==> src/rtl/data_memory_be.sv <==
// Byte-addressed data memory for the MEM stage: byte/half/word stores with lane
// merging, sign/zero-extended loads, misalignment detection, 1- or 2-cycle read latency.
module data_memory_be #(
  parameter int DEPTH    = 32,
  parameter int ADDR_W   = 32,
  parameter int READ_LAT = 1
) (
  input  logic              clk_i,
  input  logic              rst_i,
  input  logic [ADDR_W-1:0] addr_i,
  input  logic [31:0]       WriteData_i,
  input  logic              MemRead_i,
  input  logic              MemWrite_i,
  input  logic [1:0]        size_i,
  input  logic              unsigned_i,
  output logic [31:0]       ReadData_o,
  output logic              rvalid_o,
  output logic              misalign_o
);

  localparam int IDX_W = $clog2(DEPTH);

  logic [31:0]      mem [DEPTH];
  logic [IDX_W-1:0] word_idx;
  logic [1:0]       lane;
  logic             misaligned;
  logic             store_en;
  logic [3:0]       byte_en;
  logic [31:0]      wdata_rep;
  logic [31:0]      old_word;
  logic [31:0]      merged_word;
  logic [31:0]      shifted_word;
  logic [15:0]      half_sel;
  logic [31:0]      load_data;

  assign word_idx = addr_i[IDX_W+1:2];
  assign lane     = addr_i[1:0];

  // Upper address bits only select aliases of the same word (wrap-around).
  generate
    if (ADDR_W > IDX_W + 2) begin : g_addr_hi
      logic unused_addr_hi;
      assign unused_addr_hi = ^addr_i[ADDR_W-1:IDX_W+2];
    end
  endgenerate

  always_comb begin
    misaligned = 1'b1;
    byte_en    = 4'b0000;
    wdata_rep  = WriteData_i;
    case (size_i)
      2'b00: begin
        misaligned = 1'b0;
        byte_en    = 4'b0001 << lane;
        wdata_rep  = {4{WriteData_i[7:0]}};
      end
      2'b01: begin
        misaligned = lane[0];
        byte_en    = lane[1] ? 4'b1100 : 4'b0011;
        wdata_rep  = {2{WriteData_i[15:0]}};
      end
      2'b10: begin
        misaligned = (lane != 2'b00);
        byte_en    = 4'b1111;
      end
      default: misaligned = 1'b1;
    endcase
  end

  assign store_en = MemWrite_i & ~misaligned;
  assign old_word = mem[word_idx];

  // The post-store word feeds both the array and the load path, so a combined
  // read+write returns merged data in the same cycle.
  generate
    for (genvar gi = 0; gi < 4; gi++) begin : g_lane
      assign merged_word[gi*8 +: 8] = (store_en && byte_en[gi]) ? wdata_rep[gi*8 +: 8]
                                                                 : old_word[gi*8 +: 8];
    end
  endgenerate

  // Contents are deliberately not reset; a request sampled during reset is dropped.
  always_ff @(posedge clk_i) begin
    if (!rst_i && store_en) begin
      mem[word_idx] <= merged_word;
    end
  end

  assign shifted_word = merged_word >> {lane, 3'b000};
  assign half_sel     = lane[1] ? merged_word[31:16] : merged_word[15:0];

  always_comb begin
    load_data = 32'h0;
    if (!misaligned) begin
      case (size_i)
        2'b00:   load_data = {{24{~unsigned_i & shifted_word[7]}}, shifted_word[7:0]};
        2'b01:   load_data = {{16{~unsigned_i & half_sel[15]}}, half_sel};
        2'b10:   load_data = merged_word;
        default: load_data = 32'h0;
      endcase
    end
  end

  logic        s1_valid_reg;
  logic        s1_mis_reg;
  logic [31:0] s1_data_reg;

  always_ff @(posedge clk_i or posedge rst_i) begin
    if (rst_i) begin
      s1_valid_reg <= 1'b0;
      s1_mis_reg   <= 1'b0;
      s1_data_reg  <= 32'h0;
    end else begin
      s1_valid_reg <= MemRead_i;
      s1_mis_reg   <= (MemRead_i | MemWrite_i) & misaligned;
      if (MemRead_i) begin
        s1_data_reg <= load_data;
      end
    end
  end

  generate
    if (READ_LAT == 2) begin : g_lat2
      logic        s2_valid_reg;
      logic        s2_mis_reg;
      logic [31:0] s2_data_reg;

      always_ff @(posedge clk_i or posedge rst_i) begin
        if (rst_i) begin
          s2_valid_reg <= 1'b0;
          s2_mis_reg   <= 1'b0;
          s2_data_reg  <= 32'h0;
        end else begin
          s2_valid_reg <= s1_valid_reg;
          s2_mis_reg   <= s1_mis_reg;
          if (s1_valid_reg) begin
            s2_data_reg <= s1_data_reg;
          end
        end
      end

      assign ReadData_o = s2_data_reg;
      assign rvalid_o   = s2_valid_reg;
      assign misalign_o = s2_mis_reg;
    end else begin : g_lat1
      assign ReadData_o = s1_data_reg;
      assign rvalid_o   = s1_valid_reg;
      assign misalign_o = s1_mis_reg;
    end
  endgenerate

endmodule

==> config.mk <==
export PLATFORM = sky130hd
export DESIGN_NAME = data_memory_be
export DESIGN_NICKNAME = d
export VERILOG_FILES = /design/src/rtl/data_memory_be.sv
export SDC_FILE = /design/constraint.sdc
export NUM_CORES = 1
export LEC_CHECK = 0
export ABC_AREA = 1
export CAP_MARGIN = 20
export CORE_MARGIN = 4
export CORE_UTILIZATION = 53
export DETAILED_ROUTE_END_ITERATION = 7
export DONT_BUFFER_PORTS = 1
export PLACE_DENSITY = 0.68
export SYNTH_ARGS = -nofsm -noshare
export SYNTH_HDL_FRONTEND = slang
export SYNTH_SLANG_ARGS = --single-unit
==> constraint.sdc <==
create_clock -name clk_i -period 6.25 [get_ports clk_i]
set_clock_uncertainty 0.1 [all_clocks]
set_input_delay 0.3125 -clock clk_i [delete_from_list [all_inputs] [get_ports clk_i]]
set_output_delay 0.3125 -clock clk_i [all_outputs]
set_load 0.05 [all_outputs]
==> key figures <==
Outcome
  – Run status: complete, no violations

Worst setup path
  – Slowest cell on crit path: inv_2
  – Crit Path Max Fanout: 33
  – Worst endpoint data arrival time: 4250 ps
  – Required @ worst endpoint: 6710 ps
  – CP Buf/Inv Count: 4
  – CP Depth: 15
  – Most frequent CP cell: nand2_1
  – Crit path kind: in2reg
  – R2R depth: 16
  – Critical Path Max Stage Delay: 760 ps
  – Crit path launch type: input pin
  – Crit. End Element: flip-flop
  – Crit-path cells: inv_1 -> nand3_1 -> inv_2 -> buf_4 -> nand2_1 -> nand2_1 -> nor2_1 -> nand3_1 -> nand2_1 -> nand2_1 -> nand2_1 -> inv_1 -> nand2_1 -> nand2_1 -> nand2_1
  – CP delay by family, top: simple AND/OR/NAND/NOR gates

Global routing
  – Met3 Usage GRT: 8.98%
  – M1 GR Usage: 39.3%
  – First-pass GRT wire length: 184000 µm
  – Grt met2 use: 44.9%
  – Vias in the first global route: 27.3k
  – Grt ovf: 0
  – GRT Total Usage: 29.3%
  – Pin count of the biggest net entering global routing: 106
  – Initial antenna violation count: 15
  – Grt peak-use layer: met2

Cells and area
  – P&R area growth vs syn: 12.5%
  – Design area: 48800 µm²
  – Share of layout cells above drive strength 1: 8.13%
  – Nets: 4084

Floorplanning
  – Num rows: 104
  – Initial Util: 53.6%
  – Core area: 80800 µm²
  – Die Y: 294 µm
  – Num ports: 105
  – Die W: 294 µm
  – Die ar.: 86400 µm²

Timing
  – Time the worst path needs with I/O delays and setup: 3790 ps
  – Unrepaired setup endpoints after global routing: no
  – Setup_tns: 0 ps
  – Slew headroom: 19.9%
  – Final WS setup: 2460 ps
  – Worst slew pin tran: 1200 ps
  – Max Freq: 0.264 GHz
  – Period utilisation layout: 60.7%
  – Final Setup Violations: 0
  – Hold_ws: 30.0 ps
  – Final Hold Fails: 0
  – Max-slew violations: 0

Routing
  – Drt pass-1 iters: 6
  – Residual DRC count: 0
  – Antenna viol nets, final: 0
  – Vias: 29.6k
  – Post-Route WL: 128000 µm
  – Vias/cell: 5.72
  – Routed WL per cell: 24.7 µm
  – Iteration-0 DRC Markers: 3795

CTS
  – Worst skew pair latency: 670 ps
  – Setup bufs post-CTS: 0
  – Clock H-tree levels: 3
  – CTS tree: yes
  – Inserted Clock Buffers: 103
  – Root Driver: clkbuf_16
  – Worst-path clk slew: 60 ps
  – Clk sinks: 1058
  – Resize count post-CTS: 0
  – Max Buffers Root-to-Sink: 3

Yosys
  – Synthesized Nets: 4025
  – Synthesized cell area: 43300 µm²
  – Synth cell types: 32
  – Post-synthesis adder-cell area fraction: 0%
  – Gate Count Post-Synth: 3954
  – Mux cell area share after synthesis: 0%
  – Synth warnings: 0
  – Register area share after synthesis: 72.9%
  – Combinational family with the most area after synthesis: simple AND/OR/NAND/NOR gates
  – Synthesized flop and latch total: 1058
  – Synth Area in Compound Gates: 2.75%
  – Synth Area per Inst: 11.0 µm²
  – XOR/XNOR share of the synthesized area: 0%
  – Simple-Gate Fraction of Synth Area: 20.7%

Min path
  – Worst min path class: in2reg
  – Hold Path Depth: 6

Run
  – Max cap viols: 0

Placed design
  – Hpwl dp: 73600 µm
  – Port bufs: 0
  – Post-place instance area: 45000 µm²
  – DP Worst Slack: 1950 ps
  – Placer Congestion: 0.897

Power
  – Max VDD drop: 0.237 mV
  – Lkg Pwr: 18.6 nW
  – Power per cell area: 319 nW/µm²
==> power breakdown <==
part	internal [mW]	total [mW]	switching, mW
combinational	0.253	1.11	0.862
clock	3.70	6.31	2.61
sequential	8.05	8.14	0.0950
==> cells in the mapped netlist, drive strengths merged <==
cell type | count | area (µm²)
clkbuf | 28 | 105
buf | 133 | 728
inv | 200 | 751
nor2 | 1298 | 4900
nand4 | 7 | 43.8
clkinv | 2 | 7.51
o21bai | 9 | 67.6
o21a | 1 | 7.51
o211ai | 22 | 165
a31oi | 7 | 43.8
edfxtp | 1024 | 30700
or2 | 8 | 50.1
a21oi | 33 | 169
nor3 | 4 | 30.0
o22ai | 66 | 413
dfrtp | 34 | 851
o21ai | 64 | 324
nand3 | 76 | 403
nand2 | 938 | 3530
==> routing by layer <==
metal | vias to the layer above | share of wire (%)
li1 | 13200 | -
met1 | 14300 | 38
met2 | 1764 | 45
met3 | 321 | 13
met4 | 6 | 4.3
met5 | - | 0.032
==> worst min-delay path, cell delays in order <==
cell      delay [ps]
nand2_1           60
nand3_1           80
nand3_1           70
o21bai_1          90
nand2_1           80
nand2_1           50
==> logic make-up after synthesis <==
kind of cell / Yosys count
simple gates: 2331
compound gates: 202
flops: 1058
buf+inv: 363
==> what timing repair did <==
action                     CTS  global route
hold endpoints to repair    48             0
setup endpoints to repair    0             0
hold buffers                 6             0
==> sequential cells by signal (all words and copies together) (netlist names) <==
register and count:
mem 1024, ReadData_o 32, misalign_o 1, rvalid_o 1
==> final timing paths <==
path	from	to	slack, ps
setup / recovery	addr_i[5]	ReadData_o[12]	2460
hold / removal	WriteData_i[0]	ReadData_o[0]	30
setup reg to reg	mem[12][15]	ReadData_o[25]	3190
hold reg to reg	ReadData_o[29]	ReadData_o[29]	680
max in group asynchronous	rst_i	ReadData_o[30]	5210
min in group asynchronous	rst_i	ReadData_o[5]	100
==> cell type report <==
class | instances | area (µm²)
flip-flops and latches | 1058 | 31600
clock buffers | 119 | 2700
fillers | 6244 | 32100
multi-input cells | 2533 | 10500
inverters | 202 | 758
repair buffers | 115 | 1150
clock inverters | 71 | 719
diodes | 13 | 32.5
well taps | 1060 | 1330
==> layout by cell type, fill, tap and decap left out, types with 6 or more instances in the layout <==
cell              n
a21oi_1          32
a31oi_1           7
buf_12            7
buf_16            9
buf_4            93
bufinv_16        15
clkbuf_1         13
clkbuf_16       106
clkinv_1         36
clkinv_2         16
dfrtp_1          34
diode_2          13
dlygate4sd3_1     6
edfxtp_1       1024
inv_1           186
inv_2            13
nand2_1         931
nand3_1          73
nand4_1           7
nor2_1         1255
nor2_2            8
nor2_4           35
o211ai_1         22
o21ai_0          58
o21bai_1          9
o22ai_1          66
or2_2             8
==> metrics by stage <==
stage	power (mW)	utilization, %	instances
global placement	9.32	55.7	4952
CTS	15.5	60.0	5149
detailed placement	9.34	55.7	4953
global route	16.0	60.3	5167
floorplan	8.93	-	3954
finish	15.6	60.3	5171
Power figures use the tool's default switching activity.
